===== src/rtl/teclado_pkg.sv =====
// Shared types for the bicycle-rack keypad front end: FSM states, key index
// and the fixed-priority selector used when several keys press together.
package teclado_pkg;

  localparam int N_TECLAS = 4;

  typedef logic [1:0] tecla_t;

  typedef enum logic [1:0] {
    IDLE,
    PEND,
    EMIT,
    WAIT_REL
  } estado_t;

  // Lowest index wins: key 1 has priority over 2, 3 and 4.
  function automatic tecla_t prioridad(input logic [N_TECLAS-1:0] press);
    tecla_t sel;
    sel = '0;
    for (int i = N_TECLAS - 1; i >= 0; i--) begin
      if (press[i]) sel = tecla_t'(i);
    end
    return sel;
  endfunction

endpackage


===== src/rtl/sincronizador_antirrebote.sv =====
// One key line: 2-FF synchroniser, stable-count debouncer and a one-cycle
// pulse on every debounced rising edge.
module sincronizador_antirrebote #(
  parameter int DEBOUNCE_CYCLES = 500000,
  parameter int CNT_W           = 20
) (
  input  logic clk,
  input  logic reset,
  input  logic boton,
  output logic db,
  output logic press
);

  localparam logic [CNT_W-1:0] CNT_MAX = CNT_W'(DEBOUNCE_CYCLES - 1);

  logic             sync_p0;
  logic             sync_p1;
  logic [CNT_W-1:0] cnt;
  logic             db_prev_p2;

  always_ff @(posedge clk or negedge reset) begin
    if (!reset) begin
      sync_p0    <= 1'b0;
      sync_p1    <= 1'b0;
      cnt        <= '0;
      db         <= 1'b0;
      db_prev_p2 <= 1'b0;
      press      <= 1'b0;
    end else begin
      // synchroniser stage
      sync_p0 <= boton;
      sync_p1 <= sync_p0;
      // debounce stage: any return to the current level restarts the count
      if (sync_p1 == db) begin
        cnt <= '0;
      end else if (cnt == CNT_MAX) begin
        db  <= sync_p1;
        cnt <= '0;
      end else begin
        cnt <= cnt + CNT_W'(1);
      end
      // edge stage: releases deliberately produce nothing
      db_prev_p2 <= db;
      press      <= db & ~db_prev_p2;
    end
  end

endmodule


===== src/rtl/antirrebote_teclado.sv =====
// Keypad front end: four debounced key lines arbitrated into a single pending
// key, released to the keypad FSM as a one-cycle one-hot strobe on rtecla.
module antirrebote_teclado
  import teclado_pkg::*;
#(
  parameter int DEBOUNCE_CYCLES = 500000,
  parameter int CNT_W           = 20
) (
  input  logic clk,
  input  logic reset,
  input  logic boton1,
  input  logic boton2,
  input  logic boton3,
  input  logic boton4,
  input  logic rtecla,
  output logic entrada1,
  output logic entrada2,
  output logic entrada3,
  output logic entrada4,
  output logic tecla_pendiente,
  output logic ocupado
);

  logic [N_TECLAS-1:0] botones;
  logic [N_TECLAS-1:0] db;
  logic [N_TECLAS-1:0] press;

  estado_t             estado;
  estado_t             estado_sig;
  tecla_t              key_q;
  tecla_t              key_sig;
  logic                rtecla_p0;
  logic [N_TECLAS-1:0] entrada_q;
  logic [N_TECLAS-1:0] entrada_sig;

  assign botones = {boton4, boton3, boton2, boton1};

  for (genvar i = 0; i < N_TECLAS; i++) begin : g_tecla
    sincronizador_antirrebote #(
      .DEBOUNCE_CYCLES(DEBOUNCE_CYCLES),
      .CNT_W          (CNT_W)
    ) u_sinc (
      .clk  (clk),
      .reset(reset),
      .boton(botones[i]),
      .db   (db[i]),
      .press(press[i])
    );
  end

  // Presses outside IDLE are dropped on purpose: no queue, no auto-repeat.
  always_comb begin
    estado_sig  = estado;
    key_sig     = key_q;
    entrada_sig = '0;
    case (estado)
      IDLE: begin
        if (|press) begin
          key_sig    = prioridad(press);
          estado_sig = PEND;
        end
      end
      PEND:     if (rtecla_p0) estado_sig = EMIT;
      EMIT:     estado_sig = WAIT_REL;
      WAIT_REL: if (db == '0) estado_sig = IDLE;
      default:  estado_sig = IDLE;
    endcase
    if (estado_sig == EMIT) entrada_sig[key_sig] = 1'b1;
  end

  always_ff @(posedge clk or negedge reset) begin
    if (!reset) begin
      estado    <= IDLE;
      key_q     <= '0;
      rtecla_p0 <= 1'b0;
      entrada_q <= '0;
    end else begin
      estado    <= estado_sig;
      key_q     <= key_sig;
      rtecla_p0 <= rtecla;
      entrada_q <= entrada_sig;
    end
  end

  assign entrada1        = entrada_q[0];
  assign entrada2        = entrada_q[1];
  assign entrada3        = entrada_q[2];
  assign entrada4        = entrada_q[3];
  assign tecla_pendiente = (estado == PEND);
  assign ocupado         = (estado != IDLE);

endmodule


===== config.mk =====
export PLATFORM = sky130hd
export DESIGN_NAME = antirrebote_teclado
export DESIGN_NICKNAME = d
export VERILOG_FILES = /design/src/rtl/teclado_pkg.sv /design/src/rtl/sincronizador_antirrebote.sv /design/src/rtl/antirrebote_teclado.sv
export SDC_FILE = /design/constraint.sdc
export NUM_CORES = 1
export LEC_CHECK = 0
export CAP_MARGIN = 10
export CORE_MARGIN = 2
export CORE_UTILIZATION = 55
export CTS_CLUSTER_SIZE = 16
export DETAILED_ROUTE_END_ITERATION = 8
export PLACE_DENSITY = 0.76
export SYNTH_ARGS = -nofsm -noshare
export SYNTH_HDL_FRONTEND = slang
export SYNTH_SLANG_ARGS = --single-unit

===== constraint.sdc =====
create_clock -name clk -period 1.97 [get_ports clk]
set_input_delay 0.4925 -clock clk [delete_from_list [all_inputs] [get_ports clk]]
set_output_delay 0.4925 -clock clk [all_outputs]
set_load 0.03 [all_outputs]

==> results.md, run 1 <==
- The run finished with clean final reports.
- The static leakage power is 2.34 nW.
- The starting utilization of the core area is 57.0%.
- The worst setup path is of the reg2reg kind.
- TritonCTS built the clock tree.
- The initial antenna violation count is 0.
- The total power consumption of the routed design is approximately 3.7 mW.
- The non-filler instance count after layout is approximately 640.
- Measured against its own limit, the worst slew margin works out to around two thirds.
- Max-cap violations in this run came to 0.
- The number of global-route vias before repair is approximately 3600.
- Data on the critical path arrives at its endpoint at between 2 and 2.5 ns.
- The sort of element at the start of the critical path is a flip-flop.
- For this design, the sink count on the clock tree is roughly 110.
- In the final design database the tool counted 541 nets.
- During I/O placement, the number of pins put on the boundary was 13.
- The register-to-register setup slack is 0.05 ns.
- The most frequently used flop master after synthesis is dfrtp_1.
- The part of the Yosys area used for sequential elements is between 50% and 60%.
- The detail route stage leaves a number of antenna-violating nets equal to 0.
- The first routing iteration left 154 violations.
- The cell-internal power is between 2 and 3 mW.
- The final wirelength is 9.28 mm.
- The number of antenna diodes in the final layout is 0.
- The number of cells on the worst reg-to-reg path is 5.
- By area the synthesized netlist is led by dfrtp_1 54%, nor2_1 5.5%, xnor2_1 5.2%, xor2_1 4.4%, nand3_1 3.2%.
- The number of hold buffers added after CTS was 0.
- During placement, the flow inserted port buffers numbering 12.
- The net count after synthesis is between 400 and 500.
- The critical path required time is about 2.3 ns.
- After detailed routing, the number of remaining DRC violations is 0.
- The CTS clock-pin slew for the worst setup and hold paths is around 0.09 ns.
- The worst voltage drop across the vdd grid is approximately 0.48 mV.
- Routability-driven placement finished with a final weighted congestion of 0.883.
- In the post-synthesis netlist, the cell with the most instances is dfrtp_1.
- The Yosys step of the flow raised 0 warnings.
- The number of max-slew violations in the final report was 0.
- The routed design could run at a clock period as short as roughly 1.9 ns.
- The global routing's busiest layer is met2.
- Prior to clock tree synthesis, the placed netlist has a worst setup slack of 0.0569 ns.
- CTS built an H-tree with a depth of 3.
- The cell area after synthesis is approximately 5000 um^2.
- The final count of negative-setup-slack endpoints is 0.
- Row generation in the floorplan step produced 34 rows.
- The share of the synthesized area in the top cell type is 54.3%.
- The total via count in the routed design is around 3800.
- The number of search-and-repair iterations in the first detailed-routing pass is 4.
- The post-route core utilization is roughly 65%.
- Setup repair after global routing could not meet its margin everywhere.
- The relative contribution of the clock network to total power is roughly a third.
- The average detailed-routed wire length per instance is 14.4 um.
- The layout overhead on the synthesized area is 13.4%.
- The part of the total power dissipated in combinational logic is under 10%.
- The met2 usage in global routing is between 30 and 40%.
- Global routing used about a fifth of the available tracks across all layers.
- Dividing the detail-routed via count by the number of cells gives around 5.9.
- Summed over all instances, the cell type with the most area after synthesis is dfrtp_1.
- The total half-perimeter wirelength after legalization and detailed placement is 6.38 mm.
- The async set or reset register ratio after synthesis is between 90% and 100%.
- The commonest cells after synthesis are 109 x dfrtp_1, 74 x nor2_1, 32 x nand3_1.
- After global routing the overflow that remains totals 0.
- Clock latency on the worst-skew pair, taken at its later pin, is around 0.36 ns.
- The flip-flop and latch count after synthesis is ~110.
- The distinct cell type count after synthesis is 38.
- The type of the most critical hold path is in2async.
- After synthesis, the mean cell area works out to about 10 um^2.
- The core region is around 9000 um^2.
- Of the total power, the share spent switching nets is ~22%.
- Across the routed clock network, the largest skew measured is ~0.0067 ns.
- The largest fanout on the critical path is 5.
- Once placement completed, the tool counted placed cells totaling 620.
- The critical register-to-register path startpoint is g_tecla[1].u_sinc.cnt[0]$_DFF_PN0_.
- The reg-to-reg endpoint is g_tecla[1].u_sinc.cnt[18]$_DFF_PN0_.
- Across all setup checks in the final design, the least slack found is approximately 0.054 ns.
- The height of the die is 99.6 um.
- In this run the power density over the cells is between 600 and 700 nW/um^2.
- The width of the chip is ~100 um.
- The fmax is 0.522 GHz.
- The final critical path takes up between 90 and 100% of the cycle.
- For met1 alone, demand over resource in global routing was a little over a quarter.
- The clock root buffer master is clkbuf_8.
- Counting the buffers created by CTS gives 9.
- Global routing used under 10% of the available met3 tracks.
- The number of failing hold endpoints at the final stage is 0.
- The floorplan step defined a die boundary enclosing 9910 um^2.
- Entering global routing, the biggest net connects 55 pins.
- The maximum root-to-sink buffer count is 2.
- The post-synthesis cell count is about 490.
- The share of total power in sequential cells is about 62%.
- The fraction of layout cells with a size suffix above 1 is about 14%.
- Counting flops with a built-in enable in the synthesized netlist gives 0.
- The critical path capture point type is a flip-flop.
- In this run the power spent charging and discharging nets is 0.826 mW.
- The first-pass GRT wire length is 16.0 mm.
- At the pin with the least slew margin, the transition time is between 0.4 and 0.5 ns.
-- cell families after synthesis --
kind of cell    Yosys count  share of synthesized area, %
buf+inv                  19                          1.64
fa+ha+maj                 4                         0.997
xor+xnor                 55                          9.59
mux                       4                         0.897
flops                   109                          54.3
simple gates            246                          26.2
compound gates           51                          6.38
-- layer usage --
layer	up-vias	wire length, um
met5	-	0
met4	0	93
met3	7	245
met2	59	4480
met1	1885	4450
li1	1834	-
-- layout make-up --
class / count / area [um^2]
flip-flops and latches: 109 / 2730
multi-input cells: 360 / 2260
inverters: 9 / 33.8
repair buffers: 41 / 355
fillers: 703 / 3110
well taps: 108 / 135
clock inverters: 4 / 22.5
clock buffers: 12 / 155
-- flip-flops by register name, summed over array words and instances, names as in the netlist --
register and count:
g_tecla.u_sinc.sync_p1 4, g_tecla.u_sinc.db 4, rtecla_p0 1, estado 2, g_tecla.u_sinc.db_prev_p2 4, key_q 2, g_tecla.u_sinc.cnt 80, entrada_q 4
g_tecla.u_sinc.sync_p0 4, g_tecla.u_sinc.press 4
-- stage by stage --
stage	setup TNS (ns)	hold slack (ns)	instance area [um^2]
2_1_floorplan	0	0.197	5020
3_3_place_gp	0	0.334	5420
3_5_place_dp	0	0.335	5420
4_1_cts	0	0.000373	5590
5_1_grt	-0.0918	0.00568	5700
6_report	0	0.00614	5700
-- power groups by stage --
stage | sequential (mW) | combinational [mW] | clock [mW]
2_1_floorplan | 2.33 | 0.0632 | 0
3_3_place_gp | 2.33 | 0.149 | 0
3_5_place_dp | 2.34 | 0.152 | 0
4_1_cts | 2.29 | 0.154 | 1.27
5_1_grt | 2.30 | 0.183 | 1.36
6_report | 2.29 | 0.162 | 1.22
-- worst max-delay path, cell delays in order (launching register included) --
cell and delay [ns]:
dfrtp_1 0.42, ha_2 0.22, nand4_2 0.09, or4_4 0.56, or4_4 0.43, a21oi_2 0.13
-- worst max path at each step --
| stage | start | end | slack (ns) | cells past startpoint |
|---|---|---|---|---|
| 2_1_floorplan | g_tecla[1].u_sinc.cnt[0]$_DFF_PN0_ | g_tecla[1].u_sinc.cnt[18]$_DFF_PN0_ | 0.07 | 5 |
| 3_3_place_gp | g_tecla[2].u_sinc.cnt[0]$_DFF_PN0_ | g_tecla[2].u_sinc.cnt[18]$_DFF_PN0_ | 0.14 | 5 |
| 3_5_place_dp | g_tecla[2].u_sinc.cnt[2]$_DFF_PN0_ | g_tecla[2].u_sinc.cnt[19]$_DFF_PN0_ | 0.06 | 4 |
| 4_1_cts | estado[0]$_DFF_PN0_ | ocupado | 0.02 | 3 |
| 5_1_grt | g_tecla[3].u_sinc.cnt[11]$_DFF_PN0_ | g_tecla[3].u_sinc.cnt[18]$_DFF_PN0_ | -0.04 | 5 |
| 6_report | g_tecla[1].u_sinc.cnt[0]$_DFF_PN0_ | g_tecla[1].u_sinc.cnt[18]$_DFF_PN0_ | 0.05 | 5 |
-- cells in the final DEF (no fill, tap or decap), types with 8 or more instances in the layout --
cell,count
or4_1,9
clkbuf_8,11
nand2_1,28
o21ai_0,13
buf_4,28
nor4_1,10
inv_1,9
o31ai_1,8
a21oi_1,20
dfrtp_1,107
and4_1,10
clkdlybuf4s50_1,9
nand4_1,23
xor2_1,25
nor3_1,15
xnor2_1,30
nor2_1,74
or3_1,11
nand3_1,32
-- what timing repair did --
item                                    4_1_cts  5_1_grt
pin swaps                                     0        5
gates resized for setup                       2       17
buffers inserted                              0        7
endpoints found under the hold margin         0        0
endpoints found under the setup margin        2       25
No activity file was read; power rests on OpenSTA's default activity.
==> inputs of run 2 (changes only) <==
--- a/config.mk
+++ b/config.mk
@@ -6,11 +6,13 @@
 export NUM_CORES = 1
 export LEC_CHECK = 0
 export CAP_MARGIN = 10
+export CORE_ASPECT_RATIO = 0.8
 export CORE_MARGIN = 2
-export CORE_UTILIZATION = 55
+export CORE_UTILIZATION = 56
 export CTS_CLUSTER_SIZE = 16
 export DETAILED_ROUTE_END_ITERATION = 8
-export PLACE_DENSITY = 0.76
+export PLACE_DENSITY = 0.77
 export SYNTH_ARGS = -nofsm -noshare
 export SYNTH_HDL_FRONTEND = slang
+export SYNTH_HIERARCHICAL = 1
 export SYNTH_SLANG_ARGS = --single-unit
==> run 2 against run 1 <==
Die area up 0.98%; critical path depth down 1; sequential share of layout area down 2.9 points; maximum frequency down 1.0%; synthesized cell count down 0.41%; worst setup slack worse by 0.020 ns; sequential power about the same; area after synthesis up 2.8%; critical path type unchanged; critical endpoint is now g_tecla[0].u_sinc/db$_DFFE_PN0P_.
==> results.md, run 2 <==
- The flow ran to the end, and the final reports show no timing, DRC or antenna violations.
- In the post-synthesis netlist, the cell with the most instances is dfrtp_1.
- The final count of negative-setup-slack endpoints is 0.
- The number of max-slew violations in the final report is 0.
- After clock tree synthesis, the clock-pin slew on the worst setup and hold paths is approximately 0.070 ns.
- The first routing iteration left around 270 violations.
- TritonCTS built the clock tree.
- The cell area after synthesis is between 5000 and 6000 um^2.
- Wires add up to 9.96 mm.
- The synthesized area per cell is about 11 um^2.
- STA puts the critical path data arrival time at about 2.2 ns.
- The slew at the pin with the worst max-slew slack is ~0.51 ns.
- The width of the chip is between 100 and 150 um.
- 0 antenna diodes ended up in the layout.
- The number of global-route vias before repair is approximately 3600.
- The largest stage delay on the critical path is just under 0.5 ns.
- The floorplan step defined a core boundary enclosing ~9000 um^2.
- The count of antenna-violating nets left after detailed routing is 0.
- In the global route stage, overall resource usage came out at 21.5%.
- Routability-driven placement finished with a final weighted congestion of around 0.88.
- The async set or reset register ratio after synthesis is 100%.
- The flip-flop and latch count after synthesis is approximately 110.
- The clock net sink count is 109.
- The net total in the final layout is 560.
- The min-delay analysis places its worst path in the category in2async.
- The distinct cell type count after synthesis is 34.
- Relative to the synthesized area, the layout overhead comes to 17.4%.
- The worst setup path is captured at a flip-flop.
- Sorting the synthesized cells by how often they occur yields 109 x dfrtp_1, 95 x nor2_1, 60 x xnor2_1.
- The largest net degree at the start of global routing is 38.
- Summing all placed instances gives a cell area of 5780 um^2.
- The number of failing hold endpoints at the final stage is 0.
- The max-cap check violation count is 0.
- The cell sitting at the root of the clock tree is a clkbuf_16.
- During placement, the flow inserted port buffers numbering 12.
- The number of setup buffers added after CTS is 0.
- The setup TNS is 0 ns.
- Counting flops per register, the top entry is g_tecla.u_sinc/cnt.
- The cell taking the most area after synthesis is dfrtp_1.
- Setup repair after global routing left no endpoint under its margin.
- In this run the tightest slew margin relative to its limit is 65.7%.
- The initialized floorplan defines 31 standard-cell rows.
- The post-route clock period utilization is between 90% and 100%.
- The synthesized design contains 0 enable-type register cells.
- Clock latency on the worst-skew pair, taken at its later pin, is 0.35 ns.
- The static leakage power is roughly 2.5 nW.
- In the routed design, unresolved DRC markers number 0.
- Clock tree synthesis inserted a total of 9 buffers.
- Cells with a size suffix above 1 make up ~17% of the layout.
- The number of H-tree levels is 3.
- The number of hold buffers added after CTS was 0.
- The largest individual stage delay along the critical path comes from the cell or4bb_1.
- The ratio of routed vias to standard cells is between 5 and 6.
- The library cells used most frequently in the layout, excluding fill and tap cells, are 108 x dfrtp_1, 95 x nor2_1, 60 x xnor2_1.
- The initial antenna violation count is 0.
- Leaving out fill and tap cells, the most frequent cell in the layout is dfrtp_1.
- The cell area power density is 690 nW/um^2.
- The time the worst path needs with I/O delays and setup is 1.94 ns.
- The average detailed-routed wire length per instance is around 15 um.
- Pin placement for this block handled 13 I/O pins.
- For this run, the leading register cell type out of synthesis is dfrtp_1.
- The filler cells instantiated in the layout total between 600 and 700.
- The register with the most flip-flops in the layout has 80 of them.
- The fmax is 0.517 GHz.
- Summed over all layers, the global routing overflow is 0.
- The share of the synthesized area in the top cell type is a little over half.
- The first-pass GRT wire length is ~17 mm.
- STA classifies the critical path startpoint as a flip-flop.
- The routed layout has between 3000 and 4000 vias.
- In the post-synthesis netlist, the biggest area contributors are dfrtp_1 53%, xnor2_1 10%, nor2_1 6.9%, nor4_1 3.3%, nand3_1 2.7%.
- Once detailed placement completed, the half-perimeter wirelength came to between 6 and 7 mm.
- The largest fanout on the critical path is 4.
- Synthesis produced 486 cells.
- Between clock sinks in the finished design, the worst skew comes to between 0.005 and 0.006 ns.
- The starting utilization of the core area is 57.4%.
- The die is ~90 um tall.
- Counting along the longest clock path gives a buffer depth of 2.
- The critical path required time is around 2.2 ns.
- The signal on the critical path passes through or4bb_1, or3_4, nor2_4, mux2_2.
- The critical path class is reg2reg.
- The worst voltage drop across the vdd grid is around 0.8 mV.
- The Yosys step of the flow raised 6 warnings.
- Summing the sequential cell areas from Yosys gives ~53% of the chip area.
- The die covers roughly 10000 um^2.
- The final standard cell area without fillers is roughly 6100 um^2.
- The net count after synthesis is between 400 and 500.
- The number of search-and-repair iterations in the first detailed-routing pass is 5.
-- run 2: changes by cell type in the layout (fill, tap and decap cells not counted), sizes merged, moves of 6 or more --
cell,change
nor4,+21
nand3,-6
xor2,-17
o31ai,-12
a21oi,-10
and4,-7
nor2,+26
or3,-8
xnor2,+30
buf,+19
inv,+11
mux2i,+8
or4,-9
nand2,-13
-- run 2: power breakdown --
group | switching [mW] | internal [mW] | leakage, nW
clock | 0.829 | 0.901 | 0.135
combinational | 0.0965 | 0.0614 | 0.923
sequential | 0.0279 | 2.27 | 1.49
-- run 2: worst max-delay path, delay by kind of cell, from the launching register on --
family,cells,cell delay (ns)
muxes,1,0.36
and+or+nand+nor,3,1.05
DFF,1,0.41
-- run 2: worst paths after layout --
check	slack, ns	start	cells past startpoint	to
min	0.12	reset	1	g_tecla[2].u_sinc/cnt[8]$_DFF_PN0_
max in group asynchronous	1.25	reset	2	estado[0]$_DFF_PN0_
min reg2reg	0.35	g_tecla[0].u_sinc/sync_p0$_DFF_PN0_	0	g_tecla[0].u_sinc/sync_p1$_DFF_PN0_
max reg2reg	0.03	g_tecla[0].u_sinc/cnt[13]$_DFF_PN0_	4	g_tecla[0].u_sinc/db$_DFFE_PN0P_
min in group clk	0.35	g_tecla[0].u_sinc/sync_p0$_DFF_PN0_	0	g_tecla[0].u_sinc/sync_p1$_DFF_PN0_
max	0.03	g_tecla[0].u_sinc/cnt[13]$_DFF_PN0_	4	g_tecla[0].u_sinc/db$_DFFE_PN0P_
-- run 2: cell families after synthesis --
logic type,synth area share (%)
AO/OA/AOI/OAI,3.44
adder cells (fa/ha/maj),0.969
buffers and inverters,2.47
multiplexers,2.42
AND/OR/NAND/NOR,26.3
XOR/XNOR,11.5
flip-flops,52.8
-- run 2: routing by layer --
metal  global-route usage (%)  share of wire, %  up-vias
met5                        0                 0        -
met4                     6.58               1.5        0
met3                     5.19               3.5       16
met2                     31.4                45       62
met1                     32.0                50     1811
li1                         -                 -     1825
-- run 2: cell type report --
class,instances,area [um^2],area share (%)
clock inverter,6,46.3,0.764
inverter,18,67.6,1.11
clock buffer,10,239,3.94
tap,115,144,2.37
sequential,109,2730,45.0
multi-input combinational,351,2310,38.1
timing repair buffer,60,528,8.71
-- run 2: stage by stage --
step	worst slack [ns]	utilization [%]	total power, mW	hold WS, ns	instances
floorplan	0.0418	-	2.40	0.197	486
global placement	0.0885	64.2	2.49	0.334	653
detailed placement	0.0417	64.2	2.50	0.339	653
CTS	0.0273	67.3	4.22	0.127	669
global route	0.00595	67.4	4.35	0.149	669
finish	0.0343	67.4	4.18	0.115	669
-- run 2: what timing repair did --
item | 4_1_cts | 5_1_grt
gates resized for setup | 2 | 3
gates cloned | 0 | 0
pin swaps | 0 | 3
setup endpoints to repair | 2 | 4
